### src/rtl/rv_fetch_unit.sv
// Instruction fetch stage: owns the PC, issues one word fetch at a time and
// buffers returned instructions with their PCs in a 2-entry queue for decode.
module rv_fetch_unit #(
  parameter int unsigned     XLEN         = 32,
  parameter logic [XLEN-1:0] RESET_VECTOR = '0
) (
  input  logic            clk,
  input  logic            rst,

  output logic            imem_req_valid,
  input  logic            imem_req_ready,
  output logic [XLEN-1:0] imem_req_addr,
  input  logic            imem_rsp_valid,
  input  logic [31:0]     imem_rsp_data,

  input  logic            redirect_valid,
  input  logic [XLEN-1:0] redirect_pc,

  output logic            id_valid,
  input  logic            id_ready,
  output logic [XLEN-1:0] id_pc,
  output logic [31:0]     id_instr
);

  typedef enum logic [1:0] {
    StReq   = 2'd0,
    StWait  = 2'd1,
    StDrain = 2'd2
  } state_e;

  state_e          state_q, state_d;
  logic [XLEN-1:0] pc_q, pc_d;
  logic [XLEN-1:0] req_pc_q, req_pc_d;
  logic            req_valid_q, req_valid_d;
  logic [1:0]      count_q, count_d;
  logic [XLEN-1:0] q_pc_q    [2];
  logic [XLEN-1:0] q_pc_d    [2];
  logic [31:0]     q_instr_q [2];
  logic [31:0]     q_instr_d [2];

  logic            req_fire;
  logic            pop;
  logic            push;
  logic [1:0]      base;
  logic [XLEN-1:0] redirect_target;
  logic            unused_redirect_lsb;

  assign req_fire            = req_valid_q && imem_req_ready;
  assign pop                 = (count_q != 2'd0) && id_ready;
  assign redirect_target     = {redirect_pc[XLEN-1:2], 2'b00};
  assign unused_redirect_lsb = ^redirect_pc[1:0];

  // Control FSM and PC update; a redirect overrides the PC in every state.
  always_comb begin
    state_d  = state_q;
    pc_d     = pc_q;
    req_pc_d = req_pc_q;
    push     = 1'b0;

    case (state_q)
      StReq: begin
        if (req_fire) begin
          req_pc_d = pc_q;
          state_d  = redirect_valid ? StDrain : StWait;
        end
      end
      StWait: begin
        if (imem_rsp_valid) begin
          state_d = StReq;
          if (!redirect_valid) begin
            push = 1'b1;
            pc_d = req_pc_q + XLEN'(4);
          end
        end else if (redirect_valid) begin
          state_d = StDrain;
        end
      end
      StDrain: begin
        if (imem_rsp_valid) begin
          state_d = StReq;
        end
      end
      default: state_d = StReq;
    endcase

    if (redirect_valid) begin
      pc_d = redirect_target;
    end
  end

  // Queue: entry 0 is the head; a pop shifts entry 1 down before any push.
  always_comb begin
    q_pc_d    = q_pc_q;
    q_instr_d = q_instr_q;
    count_d   = count_q;
    base      = count_q - {1'b0, pop};

    if (redirect_valid) begin
      count_d = 2'd0;
    end else begin
      if (pop) begin
        q_pc_d[0]    = q_pc_q[1];
        q_instr_d[0] = q_instr_q[1];
      end
      if (push) begin
        q_pc_d[base[0]]    = req_pc_q;
        q_instr_d[base[0]] = imem_rsp_data;
      end
      count_d = base + {1'b0, push};
    end
  end

  // Registered request valid: only issue when the queue can absorb the reply.
  assign req_valid_d = (state_d == StReq) && (count_d <= 2'd1);

  always_ff @(posedge clk or negedge rst) begin
    if (!rst) begin
      state_q      <= StReq;
      pc_q         <= RESET_VECTOR;
      req_pc_q     <= RESET_VECTOR;
      req_valid_q  <= 1'b0;
      count_q      <= 2'd0;
      q_pc_q[0]    <= '0;
      q_pc_q[1]    <= '0;
      q_instr_q[0] <= '0;
      q_instr_q[1] <= '0;
    end else begin
      state_q      <= state_d;
      pc_q         <= pc_d;
      req_pc_q     <= req_pc_d;
      req_valid_q  <= req_valid_d;
      count_q      <= count_d;
      q_pc_q       <= q_pc_d;
      q_instr_q    <= q_instr_d;
    end
  end

  assign imem_req_valid = req_valid_q;
  assign imem_req_addr  = pc_q;
  assign id_valid       = (count_q != 2'd0);
  assign id_pc          = q_pc_q[0];
  assign id_instr       = q_instr_q[0];

  // A response with no request outstanding is a memory-side protocol error.
  a_no_rsp_in_req: assert property (@(posedge clk) disable iff (!rst)
    !(imem_rsp_valid && (state_q == StReq)));

  a_count_bound: assert property (@(posedge clk) disable iff (!rst)
    count_q != 2'd3);

  a_req_stable: assert property (@(posedge clk) disable iff (!rst)
    (req_valid_q && !imem_req_ready && !redirect_valid) |=>
      (req_valid_q && $stable(pc_q)));

endmodule

### config.mk
export PLATFORM = sky130hd
export DESIGN_NAME = rv_fetch_unit
export DESIGN_NICKNAME = d
export VERILOG_FILES = /design/src/rtl/rv_fetch_unit.sv
export SDC_FILE = /design/constraint.sdc
export NUM_CORES = 1
export LEC_CHECK = 0
export BUFFER_PORTS_ARGS = -buffer_cell sky130_fd_sc_hd__buf_2
export CAP_MARGIN = 20
export CORE_MARGIN = 3
export CORE_UTILIZATION = 35
export CTS_BUF_LIST = sky130_fd_sc_hd__clkbuf_8
export DETAILED_ROUTE_END_ITERATION = 10
export PLACE_DENSITY_LB_ADDON = 0.08
export SLEW_MARGIN = 15
export SYNTH_ARGS = -nofsm -noshare
export SYNTH_HDL_FRONTEND = slang
export SYNTH_SLANG_ARGS = --single-unit
### constraint.sdc
create_clock -name clk -period 2.6 [get_ports clk]
set_clock_uncertainty 0.2 [all_clocks]
set_input_delay 0.52 -clock clk [delete_from_list [all_inputs] [get_ports clk]]
set_output_delay 0.52 -clock clk [all_outputs]
set_load 0.05 [all_outputs]
* Word level (Yosys, flattened, before mapping) *
Index checks and enable logic that the tools add are counted.

operators by class
  add/sub/neg operators = 3
  order comparisons = 3
  eq/ne operators = 2
  mux-type cells = 23
  bitwise gates (word level) = 2
  reductions and logical operators = 12

operators with widths
  operator               count
  $mux 32                8
  $bwmux 64              2
  $mux 64                2
  $add 32x3->32 const B  1
  $demux 32 s1           1
  $mux 2                 6
  $pmux 2 s3             1
  $reduce_and 2->1       3
  $reduce_bool 2->1      3
  $logic_and 1x1->1      4
  $logic_not 2->1        2
  $mux 1                 3
  $add 2x1->2            1
  $eq 2x1->1 const B     1
  $eq 2x2->1 const B     1
  $ge 2x2->1 const B     1
  $le 2x1->1 const B     1
  $lt 2x1->1 const B     1
  $not 1->2              1
  $sub 2x1->2            1
  $not 1->1              1

word-level totals
  register bits = 197
  output and inout bits = 98

* Depth between registers and ports, before layout *
Gate-level depths: netlist of run 1.

  depth after elaboration = 10
  mapped depth = 10
  gate-level depth less buffers = 7

* Worst setup path before layout of run 1 *
Ideal clock, no wire load.

  path type = register -> register
  from = register req_valid_q (netlist: imem_req_valid)
  to = register req_pc_q[10]
  library setup time = 0.125 ns
  arrival = 1.828 ns
  required time = 2.275 ns
  setup slack = 0.447 ns
  stages on the path, launching flop included = 5
  path buffers = 1
  period minus slack after synthesis = 2.153 ns
  cells stage by stage = dfrtp_1 nand2_1 nor3_2 clkbuf_1 mux2_2

on the way
  longest elaborated chain between the ends = 2

ends and longest elaborated chain
  what                               line  source
  start, declared                    34    logic req_valid_q, req_valid_d;
  start signal, assigned             131   req_valid_q <= req_valid_d;
  $logic_and 1x1->1                  48    assign req_fire = req_valid_q && imem_req_ready;
  $reduce_and 2->1 (no source line)  -
  end signal, assigned               130   req_pc_q <= req_pc_d;
  end, declared                      33    logic [XLEN-1:0] req_pc_q, req_pc_d;

Every way passes these cells.
A chain may end at the register's enable or synchronous reset.

* Final worst setup path of run 1 *
  from = register state_q[1]
  to = register q_pc_q, in the netlist id_pc[18]

on the way
  longest elaborated chain between the ends = 3

ends and longest elaborated chain
  what                    line  source
  start, declared         31    state_e state_q, state_d;
  start signal, assigned  118   state_q <= StReq;
  start signal, assigned  128   state_q <= state_d;
  $eq 2x1->1              60    case (state_q)
  $mux 1                  60
  $mux 64                 105   if (push) begin
  end signal, assigned    133   q_pc_q <= q_pc_d;
  end, declared           36    logic [XLEN-1:0] q_pc_q [2];

Every way passes these cells.

==> results of run 1 <==
[timing repair]
action                                  in CTS  in global routing
setup buffers                                0                  0
hold endpoints to repair                    36                  0
hold buffers                                 1                  0
gates resized for setup                      0                  0
endpoints found under the setup margin       0                  0
[layer usage]
metal | part of all wire (%) | global-route usage (%) | vias up
li1 | - | - | 3006
met3 | 4.0 | 3.54 | 4
met1 | 50 | 24.4 | 3078
met5 | 0.057 | 0 | -
met4 | 0.33 | 3.23 | 2
met2 | 46 | 25.5 | 137
[layout by cell type (no fill, tap or decap), types with 8 or more instances in the layout]
cell      count
nor3_1       10
nand2_1      58
nor2_1      123
dfrtp_1     197
clkbuf_8     19
buf_2       164
xor2_1       11
o221ai_1     13
mux2_2       91
xnor2_1      13
nand3_1      12
o22ai_1      45
nand4_1       8
o21ai_0      10
buf_4        27
a21oi_1      31
mux2i_1      22
[where the power goes]
group	total [mW]	leakage, nW	switching, mW	internal, mW
Combinational	4.63	2.33	3.29	1.34
Clock	1.89	0.184	1.17	0.718
Sequential	4.63	2.49	0.730	3.90
[cell families (layout without fill, tap and decap cells)]
kind of cell | Yosys count | after routing | synth area share [%]
adders and majority gates | 2 | 2 | 0.278
muxes | 115 | 115 | 14.1
AOI/OAI and AO/OA | 118 | 118 | 8.30
buffers and inverters | 119 | 236 | 8.03
and+or+nand+nor | 247 | 247 | 12.3
DFF | 197 | 197 | 54.7
xor gates and xnor gates | 24 | 24 | 2.33
[path summary, 6_finish.rpt]
check	to	cells past startpoint	startpoint	slack (ns)
setup / recovery	id_pc[18]$_DFFE_PN0N_	7	state_q[1]$_DFF_PN0_	0.40
hold / removal	imem_req_addr[26]$_DFFE_PN0P_	2	redirect_pc[26]	0.05
setup reg to reg	id_pc[18]$_DFFE_PN0N_	7	state_q[1]$_DFF_PN0_	0.40
hold reg to reg	register	1	register	0.30
max in group asynchronous	asynchronous set/reset pin	3	rst	1.21
min in group asynchronous	id_instr[15]$_DFFE_PN0N_	2	rst	0.34
[area by class of cell]
class | instances | area (µm²) | area share, %
Sequential cell | 197 | 4930 | 48.0
Multi-Input combinational cell | 506 | 3370 | 32.8
Timing Repair Buffer | 199 | 1170 | 11.4
Tap cell | 330 | 413 | 4.02
Clock buffer | 18 | 248 | 2.41
Clock inverter | 14 | 118 | 1.15
Inverter | 5 | 18.8 | 0.183
[worst reg2reg max path: stages (launching register included)]
cell	delay [ns]
dfrtp_1	0.46
and3b_1	0.26
nand2b_1	0.08
inv_2	0.15
a21o_1	0.41
buf_12	0.28
o22ai_1	0.13
a31oi_1	0.16
[stage by stage]
stage          utilization (%)  std cells  hold WS, ns  area (µm²)  setup slack [ns]
6_report                  40.6       1269       0.0491       10300             0.398
5_1_grt                   40.6       1269       0.0107       10300             0.203
4_1_cts                   40.6       1269       0.0119       10300             0.343
3_5_place_dp              39.1       1236        0.277        9890             0.269
3_3_place_gp              39.1       1236        0.268        9890             0.288
2_1_floorplan                -        822       0.0244        9010             0.447
==> impl.org, run 1 <==
** Outcome
- Status :: finished, final reports clean

** Logic synthesis
- Yosys printed 0 warnings.
- The commonest cells after synthesis are dfrtp_1 (197), nor2_1 (123), mux2_2 (91).
- The cell count after synthesis came out at between 800 and 900.
- Mean Syn Cell Area :: ~11 µm²
- The mapped netlist covers ~9000 µm².
- Async SR Flop Fraction :: 100%
- Area leader, netlist :: dfrtp_1
- Most area-consuming cells after synthesis :: dfrtp_1 (55%), mux2_2 (11%), buf_4 (5.5%), nor2_1 (5.1%), o22ai_1 (3.1%)
- Counting every net in the synthesized netlist gives around 900.
- Post-synthesis cell type count :: 49
- Most instantiated flip-flop cell in the synthesis netlist :: dfrtp_1
- Among all cell types in the netlist, the one instantiated most often is dfrtp_1.
- Proportion of synthesized chip area in sequential cells :: roughly 55%
- Synthesis inferred between 150 and 200 register bits.
- Of the post-synthesis cell area, the dominant cell type holds 54.7%.
- Yosys mapped a number of flops with a built-in enable equal to 0.

** Global route
- Entering global routing, the biggest net connects 49 pins.
- Number of global-route vias before repair :: about 6,400
- Global route overflow :: 0
- Global-route wire length before repair :: ~37 mm
- Global router's overall resource usage :: about 17%
- The initial antenna violation count was 1.

** Cells and area
- Area growth from synthesis to final layout :: 13.9%
- Fraction of final layout cells sized beyond drive strength 1 :: 35.0%
- Post-layout net count :: between 900 and 1,000
- After filler insertion, the fill cell instance count of the layout stands at 2,533.
- Diodes inserted :: 0

** Place
- Detailed placement ended at an HPWL of 15.3 mm.
- Port Buf Inserts :: 165
- At the end of routability-driven placement, the weighted congestion stood at about 0.77.

** Floorplan
- In this run the core area contains between 50 and 60 standard-cell rows.
- The region available for standard cell placement spans ~25,000 µm².
- The initial utilization of the core area, before any placement, comes to between 30% and 40%.
- ~170 I/O pins were placed.
- Die Footprint :: about 28,000 µm²
- Measured along the y axis, the die boundary spans 166 µm.
- From left edge to right edge, the die measures 166 µm.

** Setup path
- In this run the worst path has a maximum fanout of 36.
- Critical Path Source Type :: register
- The slowest stage of the critical path is the dfrtp_1 cell.
- STA puts the critical path data arrival time at around 2.4 ns.
- Walking the worst path, the cells encountered are and3b_1 -> nand2b_1 -> inv_2 -> a21o_1 -> buf_12 -> o22ai_1 -> a31oi_1.
- Worst Setup End Kind :: register
- Biggest cell delay along the critical path :: about 0.46 ns
- Required time of the worst setup path :: about 2.8 ns
- Number of buffer and inverter stages on the critical path :: 2
- The worst setup path is of the reg2reg kind.
- The kind of cell with the highest combined delay along the critical path is compound AO/OA/AOI/OAI gates.

** Routing
- Initial drt markers :: between 300 and 400
- For this run, design rule violations remaining after detail routing come to 0.
- Wire length reported by the detailed router :: 22.7 mm
- Count of TritonRoute iterations in the first routing pass :: 5
- Across all layers, the routed design uses between 6,000 and 7,000 vias.
- The detail route stage leaves a number of antenna-violating nets equal to 0.
- Vias per inst :: between 4 and 5
- Dividing the detail-routed wire length by the instance count gives roughly 18 µm.

** STA
- For this run, the top clock speed supported by timing is about 450 MHz.
- Post-route setup TNS :: 0 ns
- Period minus WS final :: about 2.2 ns
- Dividing the final minimum period by the clock period gives 84.7%.
- In this run the tightest slew margin relative to its limit is 59.8%.
- Actual slew at the worst max-slew pin :: 0.601 ns
- Slew Viols, Final :: 0
- Unrepaired setup endpoints after global routing :: no
- Final hold violation count :: 0
- Count of final setup violators :: 0

** Clock network
- TritonCTS built the clock tree.
- Clock input transition at the sequential cells of the worst setup and hold paths :: ~0.11 ns
- In this run the deepest clock path goes through 2 buffers.
- The number of clock buffers added by TritonCTS is 17.
- Later-pin clock latency in the skew report :: 0.46 ns
- The tree built by TritonCTS fans out to approximately 200 sinks.
- Root buffer cell :: clkbuf_8
- H-tree levels :: 4

** Flow run
- The tool flagged a number of max-cap violations equal to 0.

** Pwr
- Total power divided by cell area :: ~1100 nW/µm²
- Power after layout :: about 11 mW
- Peak supply drop :: between 0.0003 and 0.0004 V
- Summed over all cells, the static leakage comes to 5.01 nW.

** Hold path
- In this run the worst hold path is classified as in2reg.
No activity file was read; power rests on OpenSTA's default activity.
==> run 2: changes to the inputs <==
==> constraint.sdc (replaced) <==
create_clock -name clk -period 1.9 [get_ports clk]
set_clock_uncertainty 0.2 [all_clocks]
set_input_delay 0.38 -clock clk [delete_from_list [all_inputs] [get_ports clk]]
set_output_delay 0.38 -clock clk [all_outputs]
set_load 0.05 [all_outputs]
==> impl.org, run 2 (synthesis gave the netlist of run 1 again) <==
** Routing
- Number of DRC violations after detailed routing :: 0
- Wire length reported by the detailed router :: about 26 mm
- Count of TritonRoute iterations in the first routing pass :: 4
- Count of vias placed by the detailed router :: 6,901
- The first routing iteration left between 300 and 400 violations.
- Vias per inst :: 4.94
- Average detailed-routed wire length per instance :: roughly 19 µm
- Antenna violation net count after detailed routing :: 0

** Clock network
- At the later pin of the worst-skew pair, clock insertion delay measures 0.46 ns.
- Number of CTS-inserted buffers :: 17
- Counting every sink on the clock net gives around 200.
- The clock tree synthesis step divided the H-tree into 4 levels.
- The cell sitting at the root of the clock tree is a clkbuf_8.
- After clock tree synthesis, the clock-pin slew on the worst setup and hold paths is approximately 0.11 ns.
- TritonCTS built the clock tree.
- The longest clock path from root to sink contains 2 buffers.

** Setup path
- The worst setup path is launched from a register.
- Worst Setup End Kind :: register
- Counting cells, the worst reg-to-reg path comes to 6.
- For flop-to-flop paths, the worst setup slack is -0.13 ns.
- Kind of critical path :: reg2reg
- Top fanout value on the critical path :: 8
- Required time of the worst setup path :: 2.06 ns
- Data on the critical path arrives at its endpoint at ~2.2 ns.

** Global route
- Pin count of the biggest net entering global routing :: 63
- The first global-routing pass estimated about 39 mm of wire.
- The number of global-route vias before repair is slightly below 7,000.
- Antenna violations before repair :: 1
- Global route overflow :: 0
- Global router's overall resource usage :: between 10% and 20%

** Cells and area
- The number of antenna diodes in the final layout is 0.
- Fin cells :: 1,397
- Area growth from synthesis to final layout :: 38.9%
- The library cell used most frequently in the layout, excluding fill and tap cells, is dfrtp_1.
- Area taken by flip-flops and latches :: between 4000 and 5000 µm²
- Measured on the finished design, the core utilization comes to about 50%.
- Cells with a size suffix above 1 make up 44.9% of the layout.
- Commonest cells after routing, fill and taps aside :: dfrtp_1 (196), buf_2 (163), nor2_1 (106), dlygate4sd3_1 (63), buf_4 (59)
- The multi-input combinational cells in the finished layout cover a total of between 4000 and 5000 µm².
- # fillers :: between 2,000 and 2,500
- After the last flow step, the layout net total stands at ~1,100.

** STA
- Slew Viols, Final :: 0
- In this run the tightest slew margin relative to its limit is between 50% and 60%.
- Counting I/O delays and the setup requirement, the final critical path takes around 2.0 ns.
- For the pin with the worst max-slew slack, the measured transition is between 0.6 and 0.7 ns.
- Maximum clock frequency :: 494 MHz
- Final hold violation count :: 0
- Count of final setup violators :: between 60 and 70
- Dividing the final minimum period by the clock period gives 107%.
- Post-route setup TNS :: -4.48 ns
- Final critical-path setup slack :: -0.126 ns
- Setup repair after global routing could not meet its margin everywhere.

** Pwr
- For this design the ratio of total power to cell area is 1300 nW/µm².
- The worst-case IR drop observed on VDD is between 0.0006 and 0.0007 V.
- For this design the static power due to leakage is about 6 nW.

** Floorplan
- Height of the die :: roughly 170 µm
- The region available for standard cell placement spans roughly 25,000 µm².
- Die Footprint :: between 20,000 and 30,000 µm²
- Count of boundary I/O pins :: approximately 170
- Starting density of the core :: 35.7%
- Std cell rows :: 58
- Die Width :: 166 µm

** Flow run
- MaxCap Viol Count :: 0

** Outcome
- The checks that failed: setup timing.
- The run finished, with violations left.

** Hold path
- Worst hold path type :: in2reg
- The worst hold path was traced through 3 stages.

** Place
- Gpl congestion :: a little over 0.7
- Port Buf Inserts :: between 150 and 200
- Worst setup timing slack at the placement stage :: -0.223 ns
- Total instance count after detailed placement :: 1,282
- DP Wirelength :: roughly 16 mm
[run 2: cell types whose count changed in the layout (fill, tap and decap cells not counted), moves of 17 or more]
cell / delta
o22ai_1: -30
nor2_1: -17
o22ai_2: +23
mux2_4: +45
mux2_2: -43
dlygate4sd3_1: +62
buf_4: +32
[run 2: where the power goes]
group | internal [mW] | switching (mW) | total (mW)
sequential | 5.35 | 0.803 | 6.15
combinational | 2.48 | 5.04 | 7.52
clock | 0.946 | 1.63 | 2.58
[run 2: final timing paths]
| kind | from | end |
|---|---|---|
| max | state_q[1]$_DFF_PN0_ | id_pc[30]$_DFFE_PN0N_ |
| min | redirect_valid | imem_req_addr[0]$_DFFE_PN0P_ |
| max in group asynchronous | rst | asynchronous set/reset pin |
| min in group asynchronous | rst | id_instr[11]$_DFFE_PN0N_ |
| min reg2reg | id_pc[8]$_DFFE_PN0N_ | id_pc[8]$_DFFE_PN0N_ |
| max reg2reg | state_q[1]$_DFF_PN0_ | id_pc[30]$_DFFE_PN0N_ |
[run 2: stage by stage]
stage / power [mW] / hold WS (ns) / area [µm²]
2_1_floorplan: 12.0 / -0.116 / 9130
3_3_place_gp: 13.2 / 0.0673 / 10400
5_1_grt: 17.2 / 0.0698 / 12500
6_report: 16.2 / 0.0752 / 12500
3_5_place_dp: 13.2 / 0.0668 / 10400
4_1_cts: 16.1 / 0.0492 / 11600
[run 2: final cells by class]
cell class	instances	share of cell area, %
inverter	5	0.150
timing repair buffer	327	21.3
multi-input combinational	507	33.0
tap	330	3.30
clock buffer	17	1.87
sequential	197	39.4
clock inverter	14	0.970
[run 2: what timing repair did]
action                                 4_1_cts  5_1_grt
setup buffers                                4        7
pin swaps                                   14       33
setup endpoints to repair                  128      145
gates cloned                                 1       11
hold buffers                                63        0
resized for setup                           47      121
endpoints found under the hold margin      291        0
[run 2: worst max-delay path, stage by stage (launching register included)]
cell and delay, ns:
dfrtp_1 0.40, nand3b_1 0.21, a2111o_2 0.49, buf_12 0.18, buf_12 0.16, o22ai_1 0.21
nor2_1 0.06
[run 2: routing by layer]
layer	part of all wire, %	GRT usage [%]	vias up	wire length [µm]
met5	0.077	0	-	20
met1	49	24.8	3465	12700
met3	3.9	3.32	14	1010
met4	0.75	3.62	2	195
met2	46	28.6	141	12000
li1	-	-	3279	-
==> run 3: changes to the inputs <==
--- a/config.mk
+++ b/config.mk
@@ -8,7 +8,7 @@
 export BUFFER_PORTS_ARGS = -buffer_cell sky130_fd_sc_hd__buf_2
 export CAP_MARGIN = 20
 export CORE_MARGIN = 3
-export CORE_UTILIZATION = 35
+export CORE_UTILIZATION = 45
 export CTS_BUF_LIST = sky130_fd_sc_hd__clkbuf_8
 export DETAILED_ROUTE_END_ITERATION = 10
 export PLACE_DENSITY_LB_ADDON = 0.08
==> impl.org, run 3 (synthesis gave the netlist of run 1 again) <==
** Place
- Dpl cell area :: between 10,000 and 15,000 µm²
- Gpl congestion :: 0.813
- Total instance count after detailed placement :: about 1,200
- Input and output buffers added on the ports amount to about 170.
- The HPWL after detailed placement is between 15 and 20 mm.
- OpenSTA, run right after detailed placement, puts the worst setup slack at -0.181 ns.

** Routing
- In the final routed layout, each cell accounts on average for about 18 µm.
- Count of vias placed by the detailed router :: ~6,900
- The final layout contains routed wiring with a total length of roughly 24 mm.
- Vias per inst :: 5.22
- Initial drt markers :: between 300 and 400
- The first detailed-routing pass took 5 iterations.
- Number of DRC violations after detailed routing :: 0
- Antenna violation net count after detailed routing :: 0

** Global route
- Antenna violations before repair :: 0
- Number of global-route vias before repair :: 7,263
- Global-route wire length before repair :: around 38 mm
- Entering global routing, the biggest net connects 67 pins.
- Global routing consumed, over all layers together, a little over a fifth of the routing resources.
- Global route overflow :: 0

** Cells and area
- Leaving out filler cells and counting taps, the final layout contains 1,325.
- # fillers :: 1,657
- Final std cell area, no fill :: approximately 12,000 µm²
- Multi-input logic area :: around 3700 µm²
- Post-layout net count :: 1,120
- The top cell types in the final layout, fill and taps aside, are dfrtp_1 (196), buf_2 (163), nor2_1 (117), mux2_2 (83), dlygate4sd3_1 (63).
- Summing all flip-flop and latch instances after layout gives ~4900 µm².
- The area growth from synthesis to layout is 32.6%.
- Fraction of final layout cells sized beyond drive strength 1 :: 41.0%
- Most common cell after layout, fill and taps aside :: dfrtp_1
- Diodes inserted :: 0

** Floorplan
- The core region is slightly below 20,000 µm².
- The floorplan has about 50 rows.
- Die Width :: about 150 µm
- roughly 170 I/O pins were placed.
- The die covers between 20,000 and 25,000 µm².
- Starting density of the core :: a little under half
- From bottom edge to top edge, the die measures 148 µm.

** Setup path
- Top fanout value on the critical path :: 7
- Tracing the worst setup path back leads to its startpoint at req_pc_q[3]$_DFFE_PN0P_.
- Number of cell instances on the worst register-to-register path :: 7
- Start of the worst register-to-register path :: req_pc_q[3]$_DFFE_PN0P_
- Data arrives at the worst endpoint at around 2.2 ns.
- Endpoint of the lowest-slack register-to-register path :: imem_req_addr[26]$_DFFE_PN0P_
- Kind of critical path :: reg2reg
- In this run the worst setup path terminates at imem_req_addr[26]$_DFFE_PN0P_.
- Worst Setup End Kind :: register
- Register-to-register path setup slack :: -0.09 ns
- STA classifies the critical path startpoint as a register.
- At the worst endpoint, the required time is between 2 and 2.5 ns.

** Clock network
- In this run the clock root is driven by a clkbuf_8.
- Number of CTS-inserted buffers :: 17
- Maximum buffer depth of the clock tree :: 2
- The clock reaches the later pin of the worst-skew pair after between 0.4 and 0.5 ns.
- TritonCTS built the clock tree.
- For this design, the sink count on the clock tree is about 200.
- Clock input transition at the sequential cells of the worst setup and hold paths :: about 0.10 ns
- H-tree levels :: 4

** Pwr
- Power comes to between 15 and 20 mW.
- IR analysis of the VDD net gives a maximum drop of between 0.0008 and 0.0009 V.
- Dividing total power by cell area gives a power density of approximately 1400 nW/µm².
- Reported leakage power :: roughly 6 nW

** STA
- For this run, the top clock speed supported by timing is 502 MHz.
- Final Cycle Share :: 105%
- Setup violations remaining at the end of the flow were counted as 80.
- Worst hold margin :: 0.164 ns
- Actual slew at the worst max-slew pin :: 0.416 ns
- The worst pin sits at a relative slew slack of between 70% and 80%.
- The max-slew violation count is 0.
- Period minus WS final :: 1.99 ns
- The number of hold violations in the final report was 0.
- Final critical-path setup slack :: -0.0927 ns
- Setup repair after global routing could not meet its margin everywhere.

** Outcome
- The final reports fail on setup timing.
- Status :: finished with violations

** Hold path
- The worst hold path belongs to the class in2async.

** Flow run
- MaxCap Viol Count :: 0
[run 3: changes by cell type in the layout (fill, tap and decap cells not counted), sizes merged]
cell and delta:
clkinvlp +1, inv -3, clkbuf -3, buf -3, clkinv -1, bufinv +3
nand2 -1
[run 3: layout make-up]
class	count	area share, %
flip-flops and latches	197	41.3
repair buffers	321	21.3
multi-input cells	506	31.2
clock buffers	17	1.96
well taps	265	2.77
inverters	5	0.157
clock inverters	14	1.35
[run 3: power breakdown]
part	total (mW)	switching [mW]	internal (mW)
clock	2.75	1.47	1.29
sequential	6.12	0.770	5.35
combinational	7.38	5.00	2.38
[run 3: layer usage]
layer	track usage (%)	vias up	share of wire, %
met1	28.7	3465	45
li1	-	3242	-
met5	0	-	0
met2	36.6	184	49
met4	4.99	0	1.3
met3	4.66	20	4.9
[run 3: timing repair]
| action | 4_1_cts | 5_1_grt |
|---|---|---|
| hold endpoints to repair | 289 | 0 |
| hold buffers | 63 | 0 |
| pin swaps | 35 | 20 |
| gates resized for setup | 30 | 47 |
| setup buffers | 8 | 9 |
| setup endpoints to repair | 122 | 143 |
| gates cloned | 3 | 6 |
[run 3: worst max-delay path: stages, from the launching register on]
cell	delay (ns)
dfrtp_1	0.40
ha_2	0.21
nand4_1	0.10
buf_6	0.17
buf_4	0.17
o31ai_4	0.30
a311oi_4	0.15
a21o_1	0.17
[run 3: per-stage QoR]
stage / TNS (ns) / utilization, %
after detailed placement: -15.42 / 52.1
after global placement: -11.91 / 52.1
after floorplan: -4.11 / -
final: -2.56 / 61.0
after global routing: -10.23 / 61.0
after CTS: -0.445 / 58.8
[run 3: worst min-delay path by stage]
| stage | cells past startpoint | slack, ns | from | endpoint |
|---|---|---|---|---|
| finish | 2 | 0.16 | rst | id_instr[2]$_DFFE_PN0N_ |
| CTS | 2 | 0.16 | rst | id_instr[2]$_DFFE_PN0N_ |
| floorplan | 0 | -0.12 | rst | asynchronous set/reset pin |
| global placement | 1 | 0.09 | rst | id_instr[2]$_DFFE_PN0N_ |
| global route | 2 | 0.15 | rst | id_instr[2]$_DFFE_PN0N_ |
| detailed placement | 1 | 0.09 | rst | id_instr[2]$_DFFE_PN0N_ |
